<file path="src/rtl/mem_store_unit_pkg.sv">
// Shared definitions for the store unit: access-size codes, FSM state encoding,
// the default ack timeout and the lane-mirroring helpers used for big-endian buses.
package mem_store_unit_pkg;

  typedef enum logic [1:0] {
    SZ_BYTE = 2'b00,
    SZ_HALF = 2'b01,
    SZ_WORD = 2'b10,
    SZ_RSVD = 2'b11
  } size_e;

  typedef enum logic [1:0] {
    ST_IDLE = 2'b00,
    ST_REQ  = 2'b01,
    ST_DONE = 2'b10,
    ST_ERR  = 2'b11
  } state_e;

  localparam int ACK_TIMEOUT_DEFAULT = 16;

  function automatic logic [3:0] reverse_be(input logic [3:0] be);
    return {be[0], be[1], be[2], be[3]};
  endfunction

  function automatic logic [31:0] swap_bytes(input logic [31:0] d);
    return {d[7:0], d[15:8], d[23:16], d[31:24]};
  endfunction

endpackage

</file>
<file path="src/rtl/mem_store_unit_if.sv">
// Write-only data-memory bus between the store unit (master) and memory (slave).
interface mem_store_unit_if;
  logic        mem_req;
  logic        mem_we;
  logic [31:0] mem_addr;
  logic [3:0]  mem_be;
  logic [31:0] mem_wdata;
  logic        mem_ack;

  modport master (
    output mem_req, mem_we, mem_addr, mem_be, mem_wdata,
    input  mem_ack
  );

  modport slave (
    input  mem_req, mem_we, mem_addr, mem_be, mem_wdata,
    output mem_ack
  );
endinterface

</file>
<file path="src/rtl/mem_store_unit_store_lane_align.sv">
// Combinational lane steering: turns size, low address bits and right-justified store
// data into byte enables, replicated lane data and an alignment-error flag.
module store_lane_align
  import mem_store_unit_pkg::*;
#(
  parameter bit BIG_ENDIAN = 1'b0
) (
  input  size_e       size,
  input  logic [1:0]  addr_lo,
  input  logic [31:0] wdata,
  output logic [3:0]  be,
  output logic [31:0] lane_data,
  output logic        illegal
);

  logic [3:0]  le_be;
  logic [31:0] le_data;

  always_comb begin
    // NOTE: every output of this block gets a default first, so no path can infer a latch.
    le_be   = 4'b0000;
    le_data = 32'h0;
    illegal = 1'b0;
    case (size)
      SZ_BYTE: begin
        le_be   = 4'b0001 << addr_lo;
        le_data = {4{wdata[7:0]}};
      end
      SZ_HALF: begin
        illegal = addr_lo[0];
        le_be   = addr_lo[1] ? 4'b1100 : 4'b0011;
        le_data = {2{wdata[15:0]}};
      end
      SZ_WORD: begin
        illegal = (addr_lo != 2'b00);
        le_be   = 4'b1111;
        le_data = wdata;
      end
      default: illegal = 1'b1;
    endcase
  end

  // Big-endian buses put byte 0 in the top lane, so enables and data are mirrored.
  assign be        = BIG_ENDIAN ? reverse_be(le_be)   : le_be;
  assign lane_data = BIG_ENDIAN ? swap_bytes(le_data) : le_data;

endmodule

</file>
<file path="src/rtl/mem_store_unit.sv">
// Store unit for the multicycle datapath: latches an aligned, byte-enabled write at start,
// holds mem_req until ack or timeout, and reports a one-cycle done or err to control.
module mem_store_unit
  import mem_store_unit_pkg::*;
#(
  parameter int ACK_TIMEOUT = ACK_TIMEOUT_DEFAULT,
  parameter bit BIG_ENDIAN  = 1'b0
) (
  input  logic               clk,
  input  logic               rst,
  input  logic               start,
  input  logic [1:0]         size,
  input  logic [31:0]        addr,
  input  logic [31:0]        wdata,
  output logic               busy,
  output logic               done,
  output logic               err,
  mem_store_unit_if.master   mem
);

  localparam int CNT_W = (ACK_TIMEOUT > 2) ? $clog2(ACK_TIMEOUT) : 1;

  state_e             state, state_nxt;
  logic [CNT_W-1:0]   cnt;
  logic [31:0]        addr_q, wdata_q;
  logic [3:0]         be_q;
  logic [3:0]         be_c;
  logic [31:0]        data_c;
  logic               illegal;
  logic               accept;
  logic               timeout_hit;
  logic               req;

  store_lane_align #(.BIG_ENDIAN(BIG_ENDIAN)) u_align (
    .size      (size_e'(size)),
    .addr_lo   (addr[1:0]),
    .wdata     (wdata),
    .be        (be_c),
    .lane_data (data_c),
    .illegal   (illegal)
  );

  assign accept      = (state == ST_IDLE) && start && !illegal;
  assign timeout_hit = (cnt == CNT_W'(ACK_TIMEOUT - 1));

  always_ff @(posedge clk or negedge rst) begin
    // NOTE: sequential state uses non-blocking assignments so every flop samples pre-edge values.
    if (!rst) state <= ST_IDLE;
    else      state <= state_nxt;
  end

  always_comb begin
    state_nxt = state;
    case (state)
      ST_IDLE: if (start) state_nxt = illegal ? ST_ERR : ST_REQ;
      // An ack arriving on the expiry cycle still completes the write.
      ST_REQ: begin
        if (mem.mem_ack)      state_nxt = ST_DONE;
        else if (timeout_hit) state_nxt = ST_ERR;
      end
      ST_DONE: state_nxt = ST_IDLE;
      ST_ERR:  state_nxt = ST_IDLE;
      default: state_nxt = ST_IDLE;
    endcase
  end

  always_ff @(posedge clk or negedge rst) begin
    // NOTE: the bus registers are reset as well, so memory never sees X address/data after reset.
    if (!rst) begin
      addr_q  <= 32'h0;
      be_q    <= 4'b0000;
      wdata_q <= 32'h0;
      cnt     <= '0;
    end else if (accept) begin
      addr_q  <= {addr[31:2], 2'b00};
      be_q    <= be_c;
      wdata_q <= data_c;
      cnt     <= '0;
    end else if (state == ST_REQ) begin
      cnt <= cnt + 1'b1;
    end
  end

  // All handshake outputs decode the state register, so reset clears them immediately.
  assign req           = (state == ST_REQ);
  assign busy          = (state != ST_IDLE);
  assign done          = (state == ST_DONE);
  assign err           = (state == ST_ERR);
  assign mem.mem_req   = req;
  assign mem.mem_we    = req;
  assign mem.mem_addr  = addr_q;
  assign mem.mem_be    = be_q;
  assign mem.mem_wdata = wdata_q;

endmodule

</file>
<file path="src/flat_wrapper.sv">
// flat-port wrapper written by rule: the top's interface ports become plain ports
module mem_store_unit_flat import mem_store_unit_pkg::*;
#(
  parameter int ACK_TIMEOUT = ACK_TIMEOUT_DEFAULT,
  parameter bit BIG_ENDIAN  = 1'b0
)
  (clk, rst, start, size, addr, wdata, busy, done, err, mem_mem_req, mem_mem_we, mem_mem_addr, mem_mem_be, mem_mem_wdata, mem_mem_ack);
  mem_store_unit_if mem_i ();
  input  logic clk;
  input  logic rst;
  input  logic start;
  input  logic [1:0] size;
  input  logic [31:0] addr;
  input  logic [31:0] wdata;
  output logic busy;
  output logic done;
  output logic err;
  output wire logic [$bits(mem_i.mem_req)-1:0] mem_mem_req;
  output wire logic [$bits(mem_i.mem_we)-1:0] mem_mem_we;
  output wire logic [$bits(mem_i.mem_addr)-1:0] mem_mem_addr;
  output wire logic [$bits(mem_i.mem_be)-1:0] mem_mem_be;
  output wire logic [$bits(mem_i.mem_wdata)-1:0] mem_mem_wdata;
  input wire logic [$bits(mem_i.mem_ack)-1:0] mem_mem_ack;
  assign mem_mem_req = mem_i.mem_req;
  assign mem_mem_we = mem_i.mem_we;
  assign mem_mem_addr = mem_i.mem_addr;
  assign mem_mem_be = mem_i.mem_be;
  assign mem_mem_wdata = mem_i.mem_wdata;
  assign mem_i.mem_ack = mem_mem_ack;
  mem_store_unit #(.ACK_TIMEOUT(ACK_TIMEOUT), .BIG_ENDIAN(BIG_ENDIAN)) u_core (.clk(clk), .rst(rst), .start(start), .size(size), .addr(addr), .wdata(wdata), .busy(busy), .done(done), .err(err), .mem(mem_i));
endmodule
</file>
<file path="config.mk">
export PLATFORM = sky130hd
export DESIGN_NAME = mem_store_unit_flat
export DESIGN_NICKNAME = d
export VERILOG_FILES = /design/src/rtl/mem_store_unit_pkg.sv /design/src/rtl/mem_store_unit_if.sv /design/src/rtl/mem_store_unit_store_lane_align.sv /design/src/rtl/mem_store_unit.sv /design/src/flat_wrapper.sv
export SDC_FILE = /design/constraint.sdc
export NUM_CORES = 1
export LEC_CHECK = 0
export CAP_MARGIN = 20
export CORE_ASPECT_RATIO = 0.9
export CORE_MARGIN = 5
export CORE_UTILIZATION = 46
export CTS_BUF_LIST = sky130_fd_sc_hd__clkbuf_16
export DETAILED_ROUTE_END_ITERATION = 12
export PLACE_DENSITY = 0.86
export SLEW_MARGIN = 40
export SYNTH_ARGS = -nofsm -noshare
export SYNTH_HDL_FRONTEND = slang
export SYNTH_SLANG_ARGS = --single-unit
</file>
<file path="constraint.sdc">
create_clock -name clk -period 3.8 [get_ports clk]
set_clock_uncertainty 0.2 [all_clocks]
set_input_delay 0.95 -clock clk [delete_from_list [all_inputs] [get_ports clk]]
set_output_delay 0.95 -clock clk [all_outputs]
set_load 0.05 [all_outputs]
</file>
==> results.md <==
* Synthesized area at 3350 µm²
* Antenna violations before repair at 0
* Post-synth top cells: 72 x dfrtp_1, 47 x mux2_2, 16 x mux2i_1, 14 x o2bb2ai_1
* Dominant cell by count in the synthesized netlist: dfrtp_1
* Clock transition at path regs at 60 ps
* Crit share post-route at 0.833
* Part of the power in combinational logic at 0.560
* CTS Buf Count at 9
* H-tree Lvls at 3
* Area share of the largest cell type after synthesis at 0.537
* CP Launch Type: flip-flop
* # fillers at 503
* Core ar. at 7080 µm²
* Vias per cell at 5.19
* Area Growth Syn to Fin at 52.3%
* Hpwl dp at 6.33 mm
* Port bufs at 140
* Endpoints failing setup at 0
* CTS Hold Bufs at 0
* Setup WS pre-CTS at 574 ps
* Critical Path RT at 2650 ps
* I/O Pins at 143
* Worst VDD drop at 551 µV
* Most area-consuming cells after synthesis: dfrtp_1 54%, mux2_2 16%, mux2i_1 4.8%, o2bb2ai_1 3.7%, mux2_4 3.6%
* Worst min path class: flip-flop to flip-flop
* Setup WS post-layout at 635 ps
* Clock Latency Late Sink at 320 ps
* Final Max Slew Viols at 0
* YS warnings at 0
* Sum of negative setup slack at 0 ps
* Final wirelength at 8.82 mm
* Post-route DRC at 0
* Vias in the first global route at 2768
* Post_cts resized at 0
* Top_reg_cell synth: dfrtp_1
* Critical path class: flip-flop to primary output
* Die span in x at 100 µm
* Number of post-CTS setup repair buffers at 0
* # clock sinks at 72
* Largest net degree at the start of global routing at 73
* Via count at 2521
* Sequential Power Share at 0.270
* Nets at 459
* Drt wl/cell at 18.1 µm
* Congestion Overflow GR at 0
* Initial DRC Count at 51
* Crit path time final at 3160 ps
* Final cell count without fillers at 486
* Post-DRT Antenna Nets at 0
* Post-synth EDFFs at 0
* Number of inserted diodes at 0
* Ys async rst share at 1.00
* Mean Syn Cell Area at 13.5 µm²
* Max clock buf depth at 2
* Leak at 2.15 nW
* First-pass GRT wire length at 14.1 mm
* Clk root buf: clkbuf_16
* Unrepaired setup endpoints after global routing: no
* Routability Congestion at 0.826
* Relative slew margins at 0.566
* Clock power frac at 0.170
* Post-synthesis sequential area ratio at 0.537
* GRT Resource Usage Total at 0.197
* Die Area at 9100 µm²
* Post-Synthesis Cells at 248
* Fmax at 316 MHz
* Placement Rows at 29
* Final Hold Fails at 0
* Tightest Pin Transition at 651 ps
* NetSw at 2.32 mW
* Number of synthesized register bits at 72
* Power Density at 995 nW/µm²
* Layout cells sized above 1 at 0.206
* Cell-internal power at 2.76 mW
* Chip Height at 91.0 µm
* Crit end category: primary output
* Initial Utilization at 0.474
* CTS tree: done
* Total placed cells including tap cells at 470
* Worst Path Arrival at 2010 ps
* Yosys top cell by area: dfrtp_1
* Sw frac at 0.457
* Status: finished clean
* DRT Pass-1 Iters at 4
* Critical path peak fanout at 8
* Max-cap violations at 0
* Cell variety after synth at 40
* Hold Slack at 305 ps
==> power groups by stage <==
stage	logic (mW)	registers, mW	clock network [mW]
detailed placement	2.86	1.38	0
CTS	2.87	1.38	0.883
global placement	2.81	1.36	0
floorplan	0.673	2.57	0
global route	2.95	1.42	0.918
finish	2.84	1.38	0.864
==> critical path, stage by stage, from the launching register on <==
cell and delay [ps]:
dfrtp_1 460, nand2b_1 260, inv_1 160, clkdlybuf4s50_1 820
==> cell type report <==
| class | count | area, µm² | share of cell area |
|---|---|---|---|
| Timing Repair Buffer | 145 | 1450 | 0.284 |
| Clock inverter | 7 | 80.1 | 0.0157 |
| Multi-Input combinational cell | 151 | 1400 | 0.274 |
| Sequential cell | 72 | 1800 | 0.353 |
| Inverter | 9 | 33.8 | 0.00661 |
| Tap cell | 93 | 116 | 0.0228 |
| Clock buffer | 9 | 225 | 0.0441 |
==> stage by stage <==
step	cell area [µm²]	utilization	power, mW
3_3_place_gp	4790	0.678	4.17
6_report	5110	0.722	5.08
2_1_floorplan	3360	-	3.25
5_1_grt	5110	0.722	5.30
3_5_place_dp	4800	0.679	4.24
4_1_cts	5110	0.722	5.13
==> sequential cells by signal (all words and copies together), names as in the netlist <==
signal                count
u_core.cnt                4
u_core.mem.mem_wdata     32
u_core.mem.mem_be         4
u_core.mem.mem_addr      30
u_core.state              2
==> layer usage <==
metal / up-vias / GRT usage / share of wire
li1: 1168 / - / -
met1: 1251 / 0.236 / 0.40
met2: 95 / 0.332 / 0.50
met3: 7 / 0.0866 / 0.085
met4: 0 / 0.0348 / 0.0071
met5: - / 0 / 0
==> worst paths after layout <==
| kind | cells past startpoint | end | from | slack [ps] |
|---|---|---|---|---|
| worst max-delay path | 3 | mem_mem_we | u_core.state[1] | 640 |
| worst min-delay path | 1 | u_core.mem.mem_wdata[1] | u_core.mem.mem_wdata[1] | 310 |
| worst max register to register | 4 | u_core.mem.mem_addr[2] | u_core.state[0] | 1550 |
| worst min register to register | 1 | u_core.mem.mem_wdata[1] | u_core.mem.mem_wdata[1] | 310 |
| max in group asynchronous | 1 | u_core.mem.mem_wdata[18] | rst | 2510 |
| min in group asynchronous | 1 | u_core.state[0] | rst | 430 |
==> layout by cell type (no fill, tap or decap), types with 3 or more instances in the layout <==
master	n
o21ai_0	5
a21o_1	4
mux2_4	8
dfrtp_1	72
a21oi_1	10
clkdlybuf4s50_1	139
buf_4	4
a221o_1	3
inv_1	12
o2bb2ai_1	14
nor2b_1	9
mux2i_1	16
nand2_1	5
clkbuf_16	9
mux2_2	47
xor2_1	3
==> kinds of logic (layout without fill, tap and decap cells) <==
kind of cell	after synthesis	count (layout)	synth area share
simple gates	33	33	0.0679
flops	72	72	0.537
compound gates	41	41	0.0918
buf+inv	26	170	0.0492
mux	71	71	0.241
fa+ha+maj	1	1	0.00373
other cells	1	2	0.00112
xor+xnor	3	3	0.00783
(Power assumes the default switching activity.)
